--- src/rtl/avg_window_if.sv ---
// Sample stream and averaged-output bundle for avg_window.
// The owner of the input stream uses master; the filter uses slave.
interface avg_window_if #(
  parameter int WIDTH    = 16,
  parameter int MAX_LOG2 = 7
);
  localparam int LW = $clog2(MAX_LOG2 + 1);

  logic                    start_i;
  logic                    valid_i;
  logic signed [WIDTH-1:0] data_i;
  logic [LW-1:0]           win_log2_i;
  logic signed [WIDTH-1:0] data_o;
  logic                    valid_o;
  logic                    full_o;

  modport master (
    output start_i, valid_i, data_i, win_log2_i,
    input  data_o, valid_o, full_o
  );

  modport slave (
    input  start_i, valid_i, data_i, win_log2_i,
    output data_o, valid_o, full_o
  );
endinterface

--- src/rtl/avg_window.sv ---
// Boxcar moving average over 2^L samples, L runtime-selectable up to MAX_LOG2.
// Optional round-half-up with saturation when AVG_ROUND_EN is defined.
module avg_window #(
  parameter int WIDTH    = 16,
  parameter int MAX_LOG2 = 7
) (
  input  logic       clk,
  input  logic       rst,
  avg_window_if.slave bus
);
  localparam int DEPTH = 1 << MAX_LOG2;
  localparam int AW    = WIDTH + MAX_LOG2;
  localparam int LW    = $clog2(MAX_LOG2 + 1);
  localparam int CW    = MAX_LOG2 + 1;
  localparam logic [LW-1:0] LMAX = LW'(MAX_LOG2);

  logic signed [WIDTH-1:0] mem [DEPTH];
  logic [MAX_LOG2-1:0]     wr_ptr;
  logic [LW-1:0]           l_q, l_clamp, l_new;
  logic [CW-1:0]           cnt_q, cnt_next, win_q, win_new;
  logic signed [AW-1:0]    acc_q, acc_base, acc_next, oldest;
  logic signed [WIDTH-1:0] result;
  logic                    accept, flush, full_next, vld_q;

  function automatic logic signed [AW-1:0] sext(input logic signed [WIDTH-1:0] x);
    return {{MAX_LOG2{x[WIDTH-1]}}, x};
  endfunction

  // Only elaborate the clamp when the exponent field can exceed MAX_LOG2.
  if ((2**LW) - 1 > MAX_LOG2) begin : g_clamp
    assign l_clamp = (bus.win_log2_i > LMAX) ? LMAX : bus.win_log2_i;
  end else begin : g_noclamp
    assign l_clamp = bus.win_log2_i;
  end

  always_comb begin
    accept   = bus.start_i && bus.valid_i;
    flush    = bus.start_i && (l_clamp != l_q);
    l_new    = flush ? l_clamp : l_q;
    win_q    = CW'(1) << l_q;
    win_new  = CW'(1) << l_new;
    // Until the window is full the leaving sample is an implicit zero.
    oldest   = '0;
    if (!flush && cnt_q == win_q)
      oldest = sext(mem[wr_ptr - win_q[MAX_LOG2-1:0]]);
    acc_base = flush ? '0 : acc_q;
    cnt_next = flush ? '0 : cnt_q;
    acc_next = acc_base;
    if (accept) begin
      acc_next = acc_base + sext(bus.data_i) - oldest;
      if (cnt_next != win_new)
        cnt_next = cnt_next + CW'(1);
    end
    full_next = (cnt_next == win_new);
  end

`ifdef AVG_ROUND_EN
  logic signed [AW:0] rnd_sum, rnd_shf;

  always_comb begin
    rnd_sum = {acc_next[AW-1], acc_next}
            + ((l_new == '0) ? '0 : ((AW+1)'(1) << (l_new - LW'(1))));
    rnd_shf = rnd_sum >>> l_new;
    if (rnd_shf[AW:WIDTH-1] == '0 || rnd_shf[AW:WIDTH-1] == '1)
      result = rnd_shf[WIDTH-1:0];
    else if (rnd_shf[AW])
      result = {1'b1, {(WIDTH-1){1'b0}}};
    else
      result = {1'b0, {(WIDTH-1){1'b1}}};
  end
`else
  logic signed [AW-1:0] shf;

  always_comb begin
    shf    = acc_next >>> l_new;
    result = shf[WIDTH-1:0];
  end
`endif

  // Buffer is never cleared; the fill count hides stale entries.
  always_ff @(posedge clk) begin
    if (!rst && accept)
      mem[wr_ptr] <= bus.data_i;
  end

  always_ff @(posedge clk) begin
    if (rst) begin
      acc_q       <= '0;
      wr_ptr      <= '0;
      cnt_q       <= '0;
      l_q         <= l_clamp;
      bus.data_o  <= '0;
      bus.full_o  <= 1'b0;
      vld_q       <= 1'b0;
    end else begin
      vld_q <= accept;
      if (bus.start_i) begin
        l_q   <= l_new;
        acc_q <= acc_next;
        cnt_q <= cnt_next;
        if (accept) begin
          wr_ptr     <= wr_ptr + 1'b1;
          bus.data_o <= result;
        end
        if (accept || flush)
          bus.full_o <= full_next;
      end
    end
  end

  assign bus.valid_o = vld_q;
endmodule

--- src/flat_wrapper.sv ---
// flat-port wrapper written by rule: the top's interface ports become plain ports
module avg_window_flat 
#(
  parameter int WIDTH    = 16,
  parameter int MAX_LOG2 = 7
)
  (clk, rst, bus_start_i, bus_valid_i, bus_data_i, bus_win_log2_i, bus_data_o, bus_valid_o, bus_full_o);
  avg_window_if #(.WIDTH(WIDTH), .MAX_LOG2(MAX_LOG2)) bus_i ();
  input  logic clk;
  input  logic rst;
  input wire logic [$bits(bus_i.start_i)-1:0] bus_start_i;
  input wire logic [$bits(bus_i.valid_i)-1:0] bus_valid_i;
  input wire logic [$bits(bus_i.data_i)-1:0] bus_data_i;
  input wire logic [$bits(bus_i.win_log2_i)-1:0] bus_win_log2_i;
  output wire logic [$bits(bus_i.data_o)-1:0] bus_data_o;
  output wire logic [$bits(bus_i.valid_o)-1:0] bus_valid_o;
  output wire logic [$bits(bus_i.full_o)-1:0] bus_full_o;
  assign bus_i.start_i = bus_start_i;
  assign bus_i.valid_i = bus_valid_i;
  assign bus_i.data_i = bus_data_i;
  assign bus_i.win_log2_i = bus_win_log2_i;
  assign bus_data_o = bus_i.data_o;
  assign bus_valid_o = bus_i.valid_o;
  assign bus_full_o = bus_i.full_o;
  avg_window #(.WIDTH(WIDTH), .MAX_LOG2(MAX_LOG2)) u_core (.clk(clk), .rst(rst), .bus(bus_i));
endmodule
--- config.mk ---
export PLATFORM = sky130hd
export DESIGN_NAME = avg_window_flat
export DESIGN_NICKNAME = d
export VERILOG_FILES = /design/src/rtl/avg_window_if.sv /design/src/rtl/avg_window.sv /design/src/flat_wrapper.sv
export SDC_FILE = /design/constraint.sdc
export NUM_CORES = 2
export LEC_CHECK = 0
export CAP_MARGIN = 10
export CORE_ASPECT_RATIO = 1.2
export CORE_MARGIN = 1
export CORE_UTILIZATION = 57
export CTS_CLUSTER_DIAMETER = 30
export DETAILED_ROUTE_END_ITERATION = 8
export PLACE_DENSITY_LB_ADDON = 0.15
export SLEW_MARGIN = 40
export SYNTH_ARGS = -nofsm -noshare
export SYNTH_HDL_FRONTEND = slang
export SYNTH_SLANG_ARGS = --single-unit
--- constraint.sdc ---
create_clock -name clk -period 6.7 [get_ports clk]
set_input_delay 1.675 -clock clk [delete_from_list [all_inputs] [get_ports clk]]
set_output_delay 1.675 -clock clk [all_outputs]
set_load 0.005 [all_outputs]
==> results by group <==
Outcome
  • Status: finished with violations
  • Failing checks: setup timing

Clocking
  • Clock slew at reported path FFs: around 0.05 ns
  • Hold buffers post-CTS: 0
  • H-tree Lvls: 5
  • CTS root buffer: clkbuf_16
  • Max Root-Sink Buffers: 4
  • CTS sink count: 2,107
  • CTS buffer count: ~340
  • Clk_lat worst skew: 0.93 ns
  • CTS tree: built

GRT
  • Antenna violations before repair: 13
  • Number of global-route vias before repair: 44,480
  • GRT overflow: 0
  • Largest net degree at the start of global routing: about 110
  • Global-route wire length before repair: around 320,000 um
  • GR Util All Layers: 0.303

Critical path
  • Required time worst endpoint: 7.46 ns
  • Crit Path Class: flip-flop to flip-flop
  • Family with the most delay on the worst path: compound AO/OA/AOI/OAI gates
  • Crit Path Max Fanout: 15
  • CP endpoint kind: flip-flop
  • Startpoint Class: flip-flop
  • CP Buf/Inv Count: 9
  • CP arrival: between 7 and 8 ns
  • Slowest CP cell: mux4_2
  • Max stage delay on crit path: 0.62 ns
  • Most used cell, CP: buf_4

Routing
  • # DRC: 0
  • Routed Antenna Nets: 0
  • Avg WL per Cell: 33.4 um
  • Routed vias: 43,850
  • WL final: 224,000 um
  • Drt via density: 6.54
  • First drt pass iteration count: 5
  • Detailed Route Iter0 Violations: 5,419

Placement
  • Gpl congestion: just under 0.9
  • PortBufs: 40
  • Placed insts: 6,063
  • DP HPWL: 125,000 um

Logic synthesis
  • Synth top cells by count: edfxtp_1 (2,051), mux4_2 (671), nor2_1 (205), clkbuf_1 (116), nand2_1 (109)
  • Ys Warns: 0
  • Mapped cell area: around 84,000 um2
  • Yosys reg bits: 2,107
  • Most common cell in the netlist: edfxtp_1
  • Number of synthesized flops with an enable pin: 2,051
  • Cell variety after synth: 75
  • Register area share after synthesis: 0.745
  • Primary FF master, synth: edfxtp_1
  • Async set-reset flop share out of synthesis: 0
  • Top post-synthesis cells by area: edfxtp_1 (73%), mux4_2 (18%), dfxtp_1 (1.3%), nor2_1 (0.91%), fa_1 (0.55%)
  • Mean post-synth cell area: 21.7 um2
  • Yosys top cell by area: edfxtp_1
  • Cells after Synth: 3,872
  • Synthesized Nets: between 3,000 and 4,000
  • Synth top area share: 0.732

STA
  • Worst relative slew slack: 0.403
  • Setup WS post-layout: -0.176 ns
  • RSZ-0062 raised after global routing: true
  • Final setup vio count: 15
  • Tightest Pin Transition: 0.896 ns
  • Tmin final: approximately 7 ns
  • Final Max Slew Viols: 0
  • Hold WS: 0.459 ns
  • Final setup skew: 0.0433 ns
  • Final Hold Vio Count: 0
  • Tcrit/Tclk final: 1.03
  • Max Clk Rate: 145 MHz

Final layout
  • Layout cells sized above 1: 0.392
  • Final cell count without fillers: 6,710
  • Fin util: 0.702
  • Area delta synth->final: 22.3%
  • N_diodes: 0
  • Final net count: 4,582

Floorplanning
  • Die Ht: 423 um
  • Row cnt: 154
  • Starting Density: 0.574
  • Core area: 147,000 um2
  • Die Area: 149,000 um2
  • Die Wd: 353 um
  • I/O pin count: 41

Power and ir drop
  • P_leak: 34.2 nW
  • Total power: 38.0 mW
  • PD cells: 369 nW/um2
  • Peak VDD IR: 294 uV

Min path
  • Hold Crit Class: flip-flop to flip-flop

Run
  • Max-cap violations: 0
## logic make-up after synthesis
| kind of cell | after synthesis | share of synthesized area |
|---|---|---|
| AOI/OAI and AO/OA | 196 | 0.0157 |
| adders and majority gates | 56 | 0.0104 |
| xor gates and xnor gates | 39 | 0.00406 |
| DFF | 2107 | 0.745 |
| buffers and inverters | 291 | 0.0146 |
| muxes | 717 | 0.185 |
| and+or+nand+nor | 466 | 0.0251 |
## worst min-delay path, delay by kind of cell (launching register included)
kind / cells / cell delay [ns]
AO/OA/AOI/OAI: 1 / 0.05
AND/OR/NAND/NOR: 1 / 0.05
flip-flops: 1 / 0.31
## metrics by stage
step / TNS, ns / setup slack, ns / area [um2]
after CTS: -0.835 / -0.112 / 102000
after floorplan: 0 / 0.0147 / 84200
after global routing: -4.49 / -0.346 / 103000
final: -1.97 / -0.176 / 103000
after global placement: -4.37 / -0.339 / 90000
after detailed placement: -4.81 / -0.394 / 90100
## flip-flops by register name (all words and copies together) (netlist names)
register	count
u_core.l_q	3
u_core.mem	2048
u_core.bus.valid_o	1
u_core.wr_ptr	7
u_core.bus.full_o	1
u_core.bus.data_o	16
u_core.acc_q	23
u_core.cnt_q	8
## what timing repair did
item,4_1_cts,5_1_grt
cloned,13,4
resized for setup,109,61
buffers inserted,15,10
endpoints found under the setup margin,18,19
pin swaps,33,37
## per-layer routing
layer  part of all wire  vias to the layer above  global-route usage
met5            0.00031                        -                   0
met4              0.035                       10               0.106
met3              0.093                      453              0.0574
met2               0.49                     2511               0.481
met1               0.38                    23270               0.429
li1                   -                    17606                   -
## where the power goes
group	total, mW	switching [mW]	internal [mW]	leakage, nW
registers	14.5	0.0305	14.5	18.9
clock network	17.2	6.21	11.0	5.39
logic	6.24	3.26	2.99	9.89
## worst paths after layout
path,startpoint,depth (start not counted),to,slack [ns]
max,u_core.l_q[2],29,u_core.bus.data_o[15],-0.18
min,u_core.bus.data_o[1],2,u_core.bus.data_o[1],0.46
max reg2reg,u_core.l_q[2],29,u_core.bus.data_o[15],-0.18
min reg2reg,u_core.bus.data_o[1],2,u_core.bus.data_o[1],0.46
## final cells by class
type	instances	area [um2]
clock inverter	223	2410
sequential	2107	62700
inverter	66	248
multi-input combinational	1474	21200
fill	8607	43700
tap	1950	2440
clock buffer	380	8850
timing repair buffer	510	5120
## layout by cell type, fill, tap and decap left out, types with 39 or more instances in the layout
| cell | Yosys | layout |
|---|---|---|
| edfxtp_1 | 2051 | 2051 |
| mux4_2 | 671 | 671 |
| buf_4 | 4 | 391 |
| clkbuf_16 | 0 | 351 |
| nor2_1 | 205 | 162 |
| nand2_1 | 109 | 106 |
| inv_1 | 66 | 63 |
| dfxtp_1 | 56 | 56 |
| buf_12 | 0 | 52 |
| clkinvlp_4 | 0 | 45 |
| nor2_2 | 0 | 42 |
| clkinv_2 | 0 | 39 |
(Power assumes the default switching activity.)
